**src/rtl/bitwise_operand_skid_stage_pkg.sv**
```systemverilog
// Shared types and defaults for the bit-wise operand pipeline.
// State encoding of the operand skid stage and the default operand width.
package bitwise_pkg;

  localparam int N_DEFAULT = 8;

  typedef enum logic [1:0] {
    EMPTY = 2'b00,
    BUSY  = 2'b01,
    FULL  = 2'b10
  } skid_state_t;

endpackage

```
**src/rtl/bitwise_operand_skid_stage_counter.sv**
```systemverilog
// Enable-increment wrapping counter with asynchronous active-low reset.
// Used to count delivered transfers; wraps silently at 2^CW.
module bitwise_xfer_counter #(
  parameter int CW = 16
) (
  input  logic          clk,
  input  logic          rst_n,
  input  logic          en,
  output logic [CW-1:0] count
);

  logic [CW-1:0] count_r;

  // Counter register: step by one on each enabled cycle.
  always_ff @(posedge clk or negedge rst_n) begin
    if (!rst_n) begin
      count_r <= '0;
    end else if (en) begin
      count_r <= count_r + CW'(1);
    end else begin
      count_r <= count_r;
    end
  end

  assign count = count_r;

endmodule

```
**src/rtl/bitwise_operand_skid_stage.sv**
```systemverilog
// Registered valid/ready operand stage feeding the bit-wise logic units.
// Two-entry skid buffer keeps full throughput with a flop-driven s_ready.
module bitwise_operand_skid_stage
  import bitwise_pkg::*;
#(
  parameter int N  = N_DEFAULT,
  parameter int CW = 16
) (
  input  logic          clk,
  input  logic          rst_n,
  input  logic          s_valid,
  output logic          s_ready,
  input  logic [N-1:0]  s_a,
  input  logic [N-1:0]  s_b,
  output logic          m_valid,
  input  logic          m_ready,
  output logic [N-1:0]  m_a,
  output logic [N-1:0]  m_b,
  output logic [CW-1:0] xfer_count
);

  skid_state_t  state_r;
  skid_state_t  next_state_s;
  logic         s_ready_r;
  logic         m_valid_r;
  logic         s_ready_nxt_s;
  logic         m_valid_nxt_s;
  logic         s_xfer_s;
  logic         m_xfer_s;
  logic         load_main_s;
  logic         load_skid_s;
  logic         skid_to_main_s;
  logic [N-1:0] main_a_r;
  logic [N-1:0] main_b_r;
  logic [N-1:0] skid_a_r;
  logic [N-1:0] skid_b_r;

  assign s_xfer_s = s_valid & s_ready_r;
  assign m_xfer_s = m_valid_r & m_ready;

  // State register.
  always_ff @(posedge clk or negedge rst_n) begin
    if (!rst_n) begin
      state_r <= EMPTY;
    end else begin
      state_r <= next_state_s;
    end
  end

  // Next-state logic; any unused encoding falls back to EMPTY.
  always_comb begin
    next_state_s = EMPTY;
    case (state_r)
      EMPTY: begin
        if (s_xfer_s) begin
          next_state_s = BUSY;
        end else begin
          next_state_s = EMPTY;
        end
      end
      BUSY: begin
        if (s_xfer_s && !m_xfer_s) begin
          next_state_s = FULL;
        end else if (!s_xfer_s && m_xfer_s) begin
          next_state_s = EMPTY;
        end else begin
          next_state_s = BUSY;
        end
      end
      FULL: begin
        if (m_xfer_s) begin
          next_state_s = BUSY;
        end else begin
          next_state_s = FULL;
        end
      end
      default: begin
        next_state_s = EMPTY;
      end
    endcase
  end

  // Output decode: handshake flags for the coming state and datapath load strobes.
  always_comb begin
    s_ready_nxt_s  = (next_state_s != FULL);
    m_valid_nxt_s  = (next_state_s != EMPTY);
    load_main_s    = 1'b0;
    load_skid_s    = 1'b0;
    skid_to_main_s = 1'b0;
    case (state_r)
      EMPTY: begin
        load_main_s = s_xfer_s;
      end
      BUSY: begin
        if (s_xfer_s && m_xfer_s) begin
          load_main_s = 1'b1;
        end else if (s_xfer_s) begin
          load_skid_s = 1'b1;
        end else begin
          load_main_s = 1'b0;
        end
      end
      FULL: begin
        skid_to_main_s = m_xfer_s;
      end
      default: begin
        load_main_s = 1'b0;
      end
    endcase
  end

  // Handshake flags are registered so neither depends combinationally on m_ready.
  always_ff @(posedge clk or negedge rst_n) begin
    if (!rst_n) begin
      s_ready_r <= 1'b1;
      m_valid_r <= 1'b0;
    end else begin
      s_ready_r <= s_ready_nxt_s;
      m_valid_r <= m_valid_nxt_s;
    end
  end

  // Main and skid operand registers; main holds value whenever no load is strobed.
  always_ff @(posedge clk or negedge rst_n) begin
    if (!rst_n) begin
      main_a_r <= '0;
      main_b_r <= '0;
      skid_a_r <= '0;
      skid_b_r <= '0;
    end else begin
      if (load_main_s) begin
        main_a_r <= s_a;
        main_b_r <= s_b;
      end else if (skid_to_main_s) begin
        main_a_r <= skid_a_r;
        main_b_r <= skid_b_r;
      end else begin
        main_a_r <= main_a_r;
        main_b_r <= main_b_r;
      end
      if (load_skid_s) begin
        skid_a_r <= s_a;
        skid_b_r <= s_b;
      end else begin
        skid_a_r <= skid_a_r;
        skid_b_r <= skid_b_r;
      end
    end
  end

  bitwise_xfer_counter #(
    .CW (CW)
  ) u_xfer_counter (
    .clk   (clk),
    .rst_n (rst_n),
    .en    (m_xfer_s),
    .count (xfer_count)
  );

  assign s_ready = s_ready_r;
  assign m_valid = m_valid_r;
  assign m_a     = main_a_r;
  assign m_b     = main_b_r;

endmodule

```
**config.mk**
```make
export PLATFORM = sky130hd
export DESIGN_NAME = bitwise_operand_skid_stage
export DESIGN_NICKNAME = d
export VERILOG_FILES = /design/src/rtl/bitwise_operand_skid_stage_pkg.sv /design/src/rtl/bitwise_operand_skid_stage_counter.sv /design/src/rtl/bitwise_operand_skid_stage.sv
export SDC_FILE = /design/constraint.sdc
export NUM_CORES = 1
export LEC_CHECK = 0
export CAP_MARGIN = 30
export CORE_MARGIN = 8
export CORE_UTILIZATION = 56
export CTS_CLUSTER_DIAMETER = 50
export DETAILED_ROUTE_END_ITERATION = 6
export DONT_BUFFER_PORTS = 1
export PLACE_DENSITY_LB_ADDON = 0.15
export SLEW_MARGIN = 20
export SYNTH_ARGS = -nofsm -noshare
export SYNTH_HDL_FRONTEND = slang
export SYNTH_SLANG_ARGS = --single-unit
export TNS_END_PERCENT = 50
```
**constraint.sdc**
```tcl
create_clock -name clk -period 1.8 [get_ports clk]
set_input_delay 0.36 -clock clk [delete_from_list [all_inputs] [get_ports clk]]
set_output_delay 0.36 -clock clk [all_outputs]
set_load 0.02 [all_outputs]
```
; ---- After elaboration in Yosys (flattened, before gate mapping)
; Cells that the tools add are included.
; Widths: inputs -> output; s select.
[word_totals]
regBits = 52
[classes]
addsub = 1
eq_ne = 3
mux = 15
n_bitwise = 2
n_reduce_logical = 8
[op_table]
columns = operator, count
row1 = $mux 8, 4
row2 = $add 16x1->16 const B, 1
row3 = $mux 1, 7
row4 = $pmux 2 s3, 1
row5 = $mux 2, 2
row6 = $reduce_bool 2->1, 2
row7 = $logic_and 1x1->1, 3
row8 = $and 1x1->1, 2
row9 = $eq 2x1->1 const B, 1
row10 = $eq 2x2->1 const B, 1
row11 = $logic_not 1->1, 2
row12 = $logic_not 2->1, 1
row13 = $ne 2x2->1 const B, 1
row14 = $pmux 1 s2, 1

; ---- Longest topological paths before layout
[logic_depth]
word_depth = 7
ltp_mapped = 8
mapped_depth_nobuf = 7

; ---- By module
; Synthesis repeated with hierarchy kept, for this count alone.
[hier_totals]
cells_unflattened = 168
area_unflattened_um2 = 2472.4
[by_module_without_submodules]
columns = module, instances, cells_per_inst, area_each_um2, seq_area_each_um2
row1 = bitwise_operand_skid_stage, 1, 112, 1776.7, 902.1
row2 = bitwise_xfer_counter, 1, 56, 695.7, 400.4

; ---- Least setup slack after synthesis
; OpenSTA, ideal clock, no wires.
[synth_timing]
path_kind = register to register
startpoint = register s_ready_r, in the netlist s_ready
endpoint = register main_a_r[0], in the netlist m_a[0]
setup_time_ps = 118
arrival_ps = 1851
required_time_ps = 1682
slack_ps = -169
path_stages_with_launch = 9
synth_period_minus_slack_ps = 1969
cell_sequence = dfstp_2 -> nand2_1 -> inv_1 -> ha_1 -> nand2_1 -> a21oi_1 -> nor2_1 -> buf_2 -> a21o_1
[synth_between]
elab_chain_len = 5
word_cells_on_any_way = 6
[synth_rtl]
columns = item, line
row1 = "start, declared", bitwise_operand_skid_stage.sv:24  ; logic s_ready_r;
row2 = "start signal, assigned", bitwise_operand_skid_stage.sv:118  ; s_ready_r <= s_ready_nxt_s;
row3 = $and 1x1->1 (*), bitwise_operand_skid_stage.sv:38  ; assign s_xfer_s = s_valid & s_ready_r;
row4 = $logic_and 1x1->1, bitwise_operand_skid_stage.sv:95  ; if (s_xfer_s && m_xfer_s) begin
row5 = $mux 1, bitwise_operand_skid_stage.sv:95
row6 = $pmux 1 s2 (*), bitwise_operand_skid_stage.sv:90  ; case (state_r)
row7 = $mux 8 / $reduce_bool 2->1 (equally long branches), -
row8 = "end signal, assigned", bitwise_operand_skid_stage.sv:135  ; main_a_r <= skid_a_r;
row9 = "end signal, assigned", bitwise_operand_skid_stage.sv:138  ; main_a_r <= main_a_r;
row10 = "end, declared", bitwise_operand_skid_stage.sv:33  ; logic [N-1:0] main_a_r;
; Every way passes the cells marked *; elsewhere a longest branch is shown, timed or not.
; A chain may end at the register's enable or synchronous reset.

; ---- Worst setup path after layout
[layout_timing]
startpoint = register s_ready_r, in the netlist s_ready
endpoint = register main_a_r[6], in the netlist m_a[6]
; The elaborated chain is that of the path after synthesis.

==> results_tabular.tex <==
\begin{tabular}{lr}
\hline
Metric & Value \\
\hline
\multicolumn{2}{l}{\textbf{Worst setup path}} \\
Startpoint-to-endpoint class of the critical path & reg -> reg \\
Critical path startpoint & s\_ready \\
CP Data Required Time & between 1.5 and 2 ns \\
Setup slack, reg-to-reg & 0.14 ns \\
Most common cell type on the critical path & sky130\_fd\_sc\_hd\_\_nand2\_1 \\
Crit path capture type & register \\
Critical path arrival & approximately 1.9 ns \\
Delay contributed by the slowest stage of the critical path & 0.54 ns \\
Startpoint type of the worst setup path & register \\
Startpoint of the lowest-slack register-to-register path & s\_ready \\
Ordered list of cells on the worst path & nand2\_1 > inv\_1 > ha\_1 > nand2\_1 > a21oi\_4 > nor2\_2 > buf\_4 > a21o\_1 \\
Cell with the largest stage delay on the worst path & sky130\_fd\_sc\_hd\_\_dfstp\_2 \\
Reg2Reg Capture Point & m\_a[6] \\
Worst reg2reg path depth & 8 \\
Highest fanout seen on the critical path & 9 \\
\multicolumn{2}{l}{\textbf{STA}} \\
Setup repair after global routing missed its margin & false \\
Fin crit share & between 90\% and 100\% \\
Rel. slew slack & approximately three quarters \\
Max frequency & $\sim$600 MHz \\
Total count of max-transition violations in the final report & 0 \\
Endpoints failing hold & 0 \\
Worst hold slack & around 0.19 ns \\
Final Setup Violations & 0 \\
Final Critical Period & 1.66 ns \\
Worst-case setup margin in the final layout & 0.141 ns \\
Clock Skew & $\sim$0.0063 ns \\
Least-Margin Pin Slew & roughly 0.35 ns \\
\multicolumn{2}{l}{\textbf{Global route}} \\
Top Usage Layer GRT & met2 \\
Met3 layer usage reported by global route & 7.09\% \\
Grt met1 use & between 15 and 20\% \\
Overflow left after global routing & 0 \\
Antenna violations before repair & 0 \\
Global-route total usage across every layer & between 10\% and 20\% \\
Pin count of the biggest net entering global routing & 53 \\
Vias in the first global route & roughly 1500 \\
Wire length of the first global-routing pass & between 7 and 8 mm \\
GR Layer Usage met2 & roughly 25\% \\
\multicolumn{2}{l}{\textbf{Worst hold path}} \\
Instance count along the most critical hold path & 1 \\
Worst hold path type & in -> reg \\
Capture endpoint of the worst hold path & skid\_a\_r[1] \\
Startpoint of the worst hold path & s\_a[1] \\
\multicolumn{2}{l}{\textbf{Logic synthesis}} \\
Cell count after synthesis & approximately 180 \\
Cell with the most instances after synthesis & sky130\_fd\_sc\_hd\_\_dfrtp\_1 \\
Area share of and/or/nand/nor cells after synthesis & a little over a tenth \\
Total of warnings raised by yosys & 0 \\
Portion of netlist area occupied by mux cells & approximately 8.0\% \\
\#FFs+latches synth & 52 \\
Total nets after synthesis & 201 \\
Fraction of registers with async set/reset & 100\% \\
Largest area contributor in the netlist & sky130\_fd\_sc\_hd\_\_dfrtp\_1 \\
Sequential fraction of the synthesis area & approximately 58\% \\
Top cell types by occurrence after synthesis & sky130\_fd\_sc\_hd\_\_dfrtp\_1, sky130\_fd\_sc\_hd\_\_a21o\_1, sky130\_fd\_sc\_hd\_\_a22o\_1, sky130\_fd\_sc\_hd\_\_mux2\_2, sky130\_fd\_sc\_hd\_\_nand2\_1 \\
Post-synth top area share & around 57\% \\
Count of flip-flops with a built-in enable after synthesis & 0 \\
Main synth FF type & sky130\_fd\_sc\_hd\_\_dfrtp\_1 \\
Post-Synth XOR/XNOR Area & under 10\% \\
Post-synthesis average cell area & between 10 and 15 sq um \\
Synthesized-area fraction occupied by ao, oa, aoi and oai cells & approximately 13\% \\
Dominant cells by area after synthesis & sky130\_fd\_sc\_hd\_\_dfrtp\_1, sky130\_fd\_sc\_hd\_\_mux2\_2, sky130\_fd\_sc\_hd\_\_a22o\_1 \\
Synthesized cell area & 2250 sq um \\
Largest family of logic cells by synthesized area & compound AO/OA/AOI/OAI gates \\
Adder and majority cell fraction of the synthesized area & around 1.7\% \\
Distinct cell type count of the synthesized netlist & 34 \\
\multicolumn{2}{l}{\textbf{Place}} \\
Cell count after placement & $\sim$240 \\
Area after DPL & roughly 2400 sq um \\
Port Buffer Count & 0 \\
HPWL Detailed & roughly 3.4 mm \\
Worst setup slack after placement & approximately 0.0062 ns \\
Global placement routability congestion & 0.700 \\
\multicolumn{2}{l}{\textbf{Clock tree}} \\
Post-CTS repair timing setup buffer count & 0 \\
Clock tree from TritonCTS & done \\
Number of buffers created by CTS & 5 \\
Clock latency of the later-clocked register in the worst-skew pair & 0.30 ns \\
\# H-tree levels & 2 \\
CTS sink cnt & 52 \\
Root cell of the clock tree & sky130\_fd\_sc\_hd\_\_clkbuf\_8 \\
Clock-pin transition on the worst setup and hold timing paths & $\sim$0.090 ns \\
CTS Buffer Depth & 2 \\
\multicolumn{2}{l}{\textbf{Final layout}} \\
Area of combinational cells with multiple inputs & $\sim$900 sq um \\
Ratio of cells with drive above 1 in the final layout & about a quarter \\
Count of fill cells added during filler insertion & about 320 \\
Register area & about 1300 sq um \\
Final instance count without filler cells & between 200 and 250 \\
Total Nets Final & approximately 220 \\
Summed area of non-filler cells in the final layout & around 2500 sq um \\
Antenna Cells & 0 \\
Area added between synthesis and finish & 12.8\% \\
\multicolumn{2}{l}{\textbf{Drt}} \\
DRC violation count after routing & 0 \\
Wirelength, routed & 4.52 mm \\
Detailed-route via count & about 1400 \\
Drt via density & roughly 5.7 \\
Antenna Violating Nets Remaining & 0 \\
Number of violations reported at the end of detailed-routing iteration 0 & 71 \\
First-pass iteration count of the detailed router & 4 \\
Post-DR wirelength/cell & 18.4 um \\
\multicolumn{2}{l}{\textbf{Die}} \\
Placement row count & 23 \\
Die height & $\sim$80 um \\
Die footprint & $\sim$6300 sq um \\
Top-level I/O count & between 50 and 60 \\
Width of the chip & roughly 79 um \\
Area of the core & 3940 sq um \\
Starting Density & between 50\% and 60\% \\
\multicolumn{2}{l}{\textbf{Power}} \\
Worst-case vdd ir drop & roughly 840 uV \\
Cell Pwr Density & roughly 1700 nW/um\^{}2 \\
Power, Total & $\sim$4.4 mW \\
Leakage dissipation & about 1.2 nW \\
\multicolumn{2}{l}{\textbf{Run}} \\
Max-cap violations & 0 \\
\multicolumn{2}{l}{\textbf{Run status}} \\
Run status & finished, final reports clean \\
\hline
\end{tabular}
[metrics by stage]
stage / utilization [%] / setup TNS, ns
floorplan: - / -0.354
detailed placement: 60.6 / 0
finish: 64.5 / 0
CTS: 64.5 / 0
global route: 64.5 / 0
global placement: 60.5 / -2.03
[layout make-up]
type,instances,area share (%)
clock buffer,5,2.71
multi-input combinational,116,35.5
sequential,52,51.2
tap,50,2.46
inverter,3,0.541
clock inverter,3,1.67
timing repair buffer,17,5.91
[worst max path at each step]
stage | cells after the start | end
2_1_floorplan | 5 | skid_a_r[0]
3_3_place_gp | 6 | m_a[7]
3_5_place_dp | 7 | m_a[6]
4_1_cts | 6 | u_xfer_counter.count[15]
5_1_grt | 8 | m_a[2]
6_report | 8 | m_a[6]
[state kept, by name, summed over array words and instances, names as in the netlist]
name,cells
m_a,8
m_b,8
m_valid,1
s_ready,1
skid_a_r,8
skid_b_r,8
state_r,2
u_xfer_counter.count,16
[report_power, final]
group	total, mW	internal (mW)	switching [mW]	leakage, nW
logic	1.41	0.721	0.686	0.551
registers	2.16	1.64	0.530	0.644
clock network	0.779	0.411	0.368	0.0541
[kinds of logic after synthesis]
kind of cell               count (synthesis)
DFF                                       52
and+or+nand+nor                           43
AOI/OAI and AO/OA                         39
muxes                                     16
xor gates and xnor gates                  15
buffers and inverters                     10
adders and majority gates                  3
[worst max-delay path, delay by kind of cell, from the launching register on]
| kind | cells | cell delay [ns] |
|---|---|---|
| and+or+nand+nor | 3 | 0.24 |
| AOI/OAI and AO/OA | 2 | 0.34 |
| DFF | 1 | 0.54 |
| adders and majority gates | 1 | 0.15 |
| buffers and inverters | 2 | 0.28 |
[cells in the final DEF, fill, tap and decap left out, types with 2 or more instances in the layout]
master,Yosys,layout
sky130_fd_sc_hd__a21o_1,17,17
sky130_fd_sc_hd__a22o_1,16,16
sky130_fd_sc_hd__buf_4,1,15
sky130_fd_sc_hd__clkbuf_8,0,5
sky130_fd_sc_hd__dfrtp_1,51,51
sky130_fd_sc_hd__ha_1,3,3
sky130_fd_sc_hd__inv_1,2,2
sky130_fd_sc_hd__mux2_2,15,15
sky130_fd_sc_hd__nand2_1,11,11
sky130_fd_sc_hd__nand2b_1,2,2
sky130_fd_sc_hd__nand3_1,4,4
sky130_fd_sc_hd__nand4_1,4,4
sky130_fd_sc_hd__nor2_1,10,9
sky130_fd_sc_hd__nor2b_1,2,2
sky130_fd_sc_hd__nor3_1,3,3
sky130_fd_sc_hd__or2_2,2,2
sky130_fd_sc_hd__xnor2_1,7,7
sky130_fd_sc_hd__xor2_1,8,8
[per-layer routing]
layer  part of all wire [%]  vias to the layer above
met5                      0                        -
met4                    1.5                        0
met3                    9.9                        7
met2                     51                       39
met1                     38                      691
li1                       -                      662
[timing repair]
| action | in CTS | in global routing |
|---|---|---|
| setup endpoints to repair | 7 | 0 |
| hold buffers | 2 | 0 |
| endpoints found under the hold margin | 52 | 0 |
| gates resized for setup | 1 | 0 |
Power figures use the tool's default switching activity.
